--- src/rtl/vector_writeback_seq.sv ---
// Vector register writeback sequencer: turns one full-row writeback command
// into single-cell writes, one per clock, in ascending lane order.
module vector_writeback_seq #(
    parameter int DATA_W = 32
) (
    input  logic              clk,
    input  logic              reset,
    input  logic              in_valid,
    output logic              in_ready,
    input  logic [3:0]        in_row,
    input  logic [3:0]        in_lane_mask,
    input  logic [DATA_W-1:0] in_data0,
    input  logic [DATA_W-1:0] in_data1,
    input  logic [DATA_W-1:0] in_data2,
    input  logic [DATA_W-1:0] in_data3,
    output logic              writeEnable,
    output logic [3:0]        writeAddressR,
    output logic [1:0]        writeAddressC,
    output logic [DATA_W-1:0] writeData,
    output logic              busy,
    output logic              done
);

    typedef enum logic {IDLE, WRITE} state_t;

    state_t                  state, stateNext;
    logic [3:0]              pendMask, pendMaskNext;
    logic [3:0]              rowReg, rowRegNext;
    logic [3:0][DATA_W-1:0]  laneData, laneDataNext;
    logic [3:0][DATA_W-1:0]  inLanes;
    logic                    weNext, doneNext;
    logic [3:0]              addrRNext;
    logic [1:0]              addrCNext, lane;
    logic [DATA_W-1:0]       dataNext;

    function automatic logic [1:0] lowestLane(input logic [3:0] m);
        if (m[0])      return 2'd0;
        else if (m[1]) return 2'd1;
        else if (m[2]) return 2'd2;
        else           return 2'd3;
    endfunction

    assign inLanes  = {in_data3, in_data2, in_data1, in_data0};
    assign busy     = (state == WRITE);
    // Gated by reset so the upstream never sees a ready while reset is held.
    assign in_ready = (state == IDLE) && reset;

    // Next-state and next-output logic; each write clears its lane from the
    // pending mask so done can be flagged alongside the final write.
    always_comb begin
        stateNext    = state;
        pendMaskNext = pendMask;
        rowRegNext   = rowReg;
        laneDataNext = laneData;
        weNext       = 1'b0;
        doneNext     = 1'b0;
        addrRNext    = writeAddressR;
        addrCNext    = writeAddressC;
        dataNext     = writeData;
        lane         = 2'd0;
        case (state)
            IDLE: begin
                if (in_valid && in_ready) begin
                    rowRegNext   = in_row;
                    laneDataNext = inLanes;
                    if (in_lane_mask != 4'b0000) begin
                        lane         = lowestLane(in_lane_mask);
                        weNext       = 1'b1;
                        addrRNext    = in_row;
                        addrCNext    = lane;
                        dataNext     = inLanes[lane];
                        pendMaskNext = in_lane_mask & ~(4'b0001 << lane);
                        doneNext     = (pendMaskNext == 4'b0000);
                        stateNext    = WRITE;
                    end else begin
                        pendMaskNext = 4'b0000;
                        doneNext     = 1'b1;
                    end
                end
            end
            WRITE: begin
                if (pendMask != 4'b0000) begin
                    lane         = lowestLane(pendMask);
                    weNext       = 1'b1;
                    addrRNext    = rowReg;
                    addrCNext    = lane;
                    dataNext     = laneData[lane];
                    pendMaskNext = pendMask & ~(4'b0001 << lane);
                    doneNext     = (pendMaskNext == 4'b0000);
                end else begin
                    stateNext = IDLE;
                end
            end
            default: stateNext = IDLE;
        endcase
    end

    // State and registered outputs; reset discards any pending lanes.
    always_ff @(posedge clk or negedge reset) begin
        if (!reset) begin
            state         <= IDLE;
            pendMask      <= '0;
            rowReg        <= '0;
            laneData      <= '0;
            writeEnable   <= 1'b0;
            writeAddressR <= '0;
            writeAddressC <= '0;
            writeData     <= '0;
            done          <= 1'b0;
        end else begin
            state         <= stateNext;
            pendMask      <= pendMaskNext;
            rowReg        <= rowRegNext;
            laneData      <= laneDataNext;
            writeEnable   <= weNext;
            writeAddressR <= addrRNext;
            writeAddressC <= addrCNext;
            writeData     <= dataNext;
            done          <= doneNext;
        end
    end

endmodule

--- config.mk ---
export PLATFORM = sky130hd
export DESIGN_NAME = vector_writeback_seq
export DESIGN_NICKNAME = d
export VERILOG_FILES = /design/src/rtl/vector_writeback_seq.sv
export SDC_FILE = /design/constraint.sdc
export NUM_CORES = 1
export LEC_CHECK = 0
export BUFFER_PORTS_ARGS = -buffer_cell sky130_fd_sc_hd__buf_2
export CORE_ASPECT_RATIO = 1.2
export CORE_MARGIN = 4
export CORE_UTILIZATION = 55
export CTS_CLUSTER_DIAMETER = 150
export DETAILED_ROUTE_END_ITERATION = 7
export GPL_TIMING_DRIVEN = 0
export PLACE_DENSITY = 0.83
export RECOVER_POWER = 50
export REMOVE_ABC_BUFFERS = 1
export SLEW_MARGIN = 40
export SYNTH_ARGS = -nofsm -noshare
export SYNTH_HDL_FRONTEND = slang
export SYNTH_SLANG_ARGS = --single-unit
--- constraint.sdc ---
create_clock -name clk -period 1.9 [get_ports clk]
set_input_delay 0.285 -clock clk [delete_from_list [all_inputs] [get_ports clk]]
set_output_delay 0.285 -clock clk [all_outputs]
set_load 0.02 [all_outputs]
==> flow_metrics.env <==
export IMPL_outcome="complete, but fails checks"
export IMPL_violations="hold timing, setup timing"
export IMPL_fin_crit_ns=1.95
export IMPL_synth_edf_count=0
export IMPL_fin_ws_ns=-0.0505
export IMPL_grt_usage=0.342
export IMPL_vdd_drop_max_v=0.000783
export IMPL_clk_path_buf_depth=2
export IMPL_p_sw_mw=6.70
export IMPL_timing_max_cap_violations=0
export IMPL_drv_slew=0
export IMPL_avgSynthCellArea_um2=8.73
export IMPL_p_int_mw=10.7
export IMPL_setup_viol=21
export IMPL_criticalPathCategory="flip-flop to flip-flop"
export IMPL_synth_top_area_cell="dfrtp_1"
export IMPL_drt_initial_drc_count=1371
export IMPL_synth_top_area_frac=0.518
export IMPL_hp_class="input pin to asynchronous set/reset pin"
export IMPL_finalPower_mw=17.4
export IMPL_async_flop_share=1.00
export IMPL_fin_area_um2=11000
export IMPL_r2r_cells=6
export IMPL_nFillCells=1092
export IMPL_critPathLaunchType="flip-flop"
export IMPL_worst_setup_path_end_kind="flip-flop"
export IMPL_die_w_um=122
export IMPL_area_growth_pct=29.6
export IMPL_num_nets_final=1301
export IMPL_via_per_inst=6.36
export IMPL_sequentialPowerShare=0.368
export IMPL_p_sw_frac=0.385
export IMPL_timing_final_crit_share=1.03
export IMPL_rsz0062_at_grt="yes"
export IMPL_grt_max_degree=74
export IMPL_synthAdderAreaFrac=0.00118
export IMPL_synth_ff_type="dfrtp_1"
export IMPL_p_leak_nw=5.45
export IMPL_pin_count=181
export IMPL_die_area_um2=17500
export IMPL_firstDrtPassIters=8
export IMPL_clk_pin_slew_ns=0.06
export IMPL_ys_ff_latch=176
export IMPL_synth_area_leaders="dfrtp_1 (52%), nand2_1 (19%), a222oi_1 (7.3%), o21a_1 (5.5%), or3_1 (4.6%)"
export IMPL_powerDensity_nw_per_um2=1580
export IMPL_dp_slack_ns=-0.944
export IMPL_synth_distinct_cells=35
export IMPL_fp_dieH_um=144
export IMPL_antenna_found_initial=4
export IMPL_worst_pin_slew_ns=1.25
export IMPL_initial_core_util=0.564
export IMPL_drt_wl_total_um=31100
export IMPL_vias=8796
export IMPL_io_buffers=180
export IMPL_r2r_end="writeData[31]"
export IMPL_reg2reg_slack_ns=-0.05
export IMPL_max_slew_margin=0.166
export IMPL_clock_sinks=176
export IMPL_cts_buffers=17
export IMPL_finalHoldViolCount=57
export IMPL_drive_gt1_frac=0.250
export IMPL_h_tree_depth=4
export IMPL_cts_tree="yes"
export IMPL_crit_fanout=17
export IMPL_gp_congestion=0.799
export IMPL_globalRouteOverflowTotal=0
export IMPL_synth_top_family_by_area="simple AND/OR/NAND/NOR gates"
export IMPL_fin_hold_ws_ns=-0.257
export IMPL_crit_path_end="writeData[31]"
export IMPL_drc=0
export IMPL_ant_nets=0
export IMPL_core_um2=15100
export IMPL_synth_cells=974
export IMPL_skew_ns=0.0126
export IMPL_clock_latency_ns=0.43
export IMPL_grt_pass1_wl_um=45800
export IMPL_synth_compound_area_share=0.179
export IMPL_synthSimpleGateAreaFrac=0.252
export IMPL_synth_seq_area_share=0.518
export IMPL_syn_area_um2=8500
export IMPL_synth_xor_area_frac=0.00103
export IMPL_rows=49
export IMPL_worstPathArrival_ns=2.25
export IMPL_clock_fmax_ghz=0.513
export IMPL_wl_per_cell_um=22.5
export IMPL_startpoint="busy"
export IMPL_ys_warn_count=0
export IMPL_rr_startpoint="busy"
export IMPL_hpwl_um=16400
export IMPL_post_dp_cell_area_um2=9800
export IMPL_placed_cells=1298
export IMPL_grt_pass1_vias=8624
export IMPL_clkPwrFrac=0.222
export IMPL_final_instance_count_excl_fill=1382
export IMPL_combPwrFrac=0.410
export IMPL_yosys_mux_area_fraction=0.00471
export IMPL_cp_required_ns=2.20
export IMPL_clock_root_buffer="clkbuf_16"
-- Yosys cell counts (3+ instances only) --
library cell,n
or3_1,62
a222oi_1,62
dfrtp_1,176
o31ai_1,33
nand2_1,435
nor2_1,4
clkbuf_1,60
buf_6,3
o21ai_0,15
a21oi_1,4
mux2i_1,4
o21a_1,62
inv_1,4
nor2b_1,6
buf_2,16
buf_1,3
-- registers in the layout (all words and copies together), names as in the netlist --
signal         flops
pendMask           4
rowReg             4
laneData         128
busy               1
writeAddressC      2
writeAddressR      4
done               1
writeData         32
-- kinds of logic after synthesis --
logic type               count (synthesis)
flip-flops                             176
AO/OA/AOI/OAI                          187
buffers and inverters                   87
multiplexers                             4
AND/OR/NAND/NOR                        518
adder cells (fa/ha/maj)                  1
XOR/XNOR                                 1
-- cell type report --
type | instances | area, um^2 | share of cell area
sequential | 176 | 4410 | 0.401
multi-input combinational | 724 | 4020 | 0.364
timing repair buffer | 239 | 1670 | 0.151
clock buffer | 21 | 460 | 0.0418
tap | 204 | 255 | 0.0232
clock inverter | 10 | 184 | 0.0167
inverter | 4 | 15.0 | 0.00136
antenna | 4 | 10.0 | 0.000908
-- worst min-delay path by stage --
stage	start	endpoint	slack (ns)	cells after the start
3_5_place_dp	reset	writeData[20]	0.27	1
5_1_grt	reset	writeData[20]	-0.23	1
6_report	reset	writeData[20]	-0.26	1
2_1_floorplan	reset	busy	-0.01	0
4_1_cts	reset	laneData[24]	-0.24	1
3_3_place_gp	laneData[124]	laneData[124]	0.45	2
-- worst max-delay path: stages (launching register included) --
cell	delay, ns
dfrtp_4	0.55
buf_4	0.18
o21bai_4	0.22
buf_16	0.21
o21a_1	0.13
a222oi_1	0.39
o31ai_1	0.12
-- per-layer routing --
metal  routed length [um]  vias up  GRT usage
met3                 3820      165     0.0802
li1                     -     3772          -
met4                 1800        0      0.182
met5                    0        -          0
met1                10900     4128      0.429
met2                14600      731      0.554
-- power by group through the flow --
stage,clock network [mW],registers (mW),logic (mW)
3_3_place_gp,0,6.24,5.34
5_1_grt,4.04,6.55,7.71
6_report,3.87,6.40,7.13
3_5_place_dp,0,6.41,5.86
4_1_cts,3.88,6.36,6.54
2_1_floorplan,0,6.66,3.33
-- placed cells by master, fill, tap and decap left out, drive strengths merged, types with 2 or more instances in the layout --
master    netlist  final
a211o           2      2
mux2i           4      4
o31ai          33     33
clkinv          0      3
diode           0      4
o21ai          16     16
buf            23    228
clkbuf         60     32
or2             1      3
and2b           1      2
inv             4      4
bufinv          0      5
dfrtp         176    176
nor4            2      2
nand2         435    435
a21oi           4      4
nand2b          2      8
or3            62     62
o22a            2      5
nor2            4      4
nor2b           6      6
clkinvlp        0      2
o21a           62     62
and3b           1      2
a221oi          2      2
nor3            2      2
a222oi         62     62
-- through the flow --
step	hold slack (ns)	setup TNS (ns)	util
floorplan	-0.0106	-380.40	-
global placement	0.451	-1852.80	0.617
detailed placement	0.265	-92.44	0.650
CTS	-0.244	0	0.713
global route	-0.234	-0.855	0.731
finish	-0.257	-0.444	0.731
-- what timing repair did --
item                                   in CTS  in global routing
gates cloned                               10                  5
setup endpoints to repair                 133                103
buffers inserted                           12                 22
endpoints found under the hold margin      57                 57
resized for setup                          18                 16
pin swaps                                   1                 16
Power figures use the tool's default switching activity.
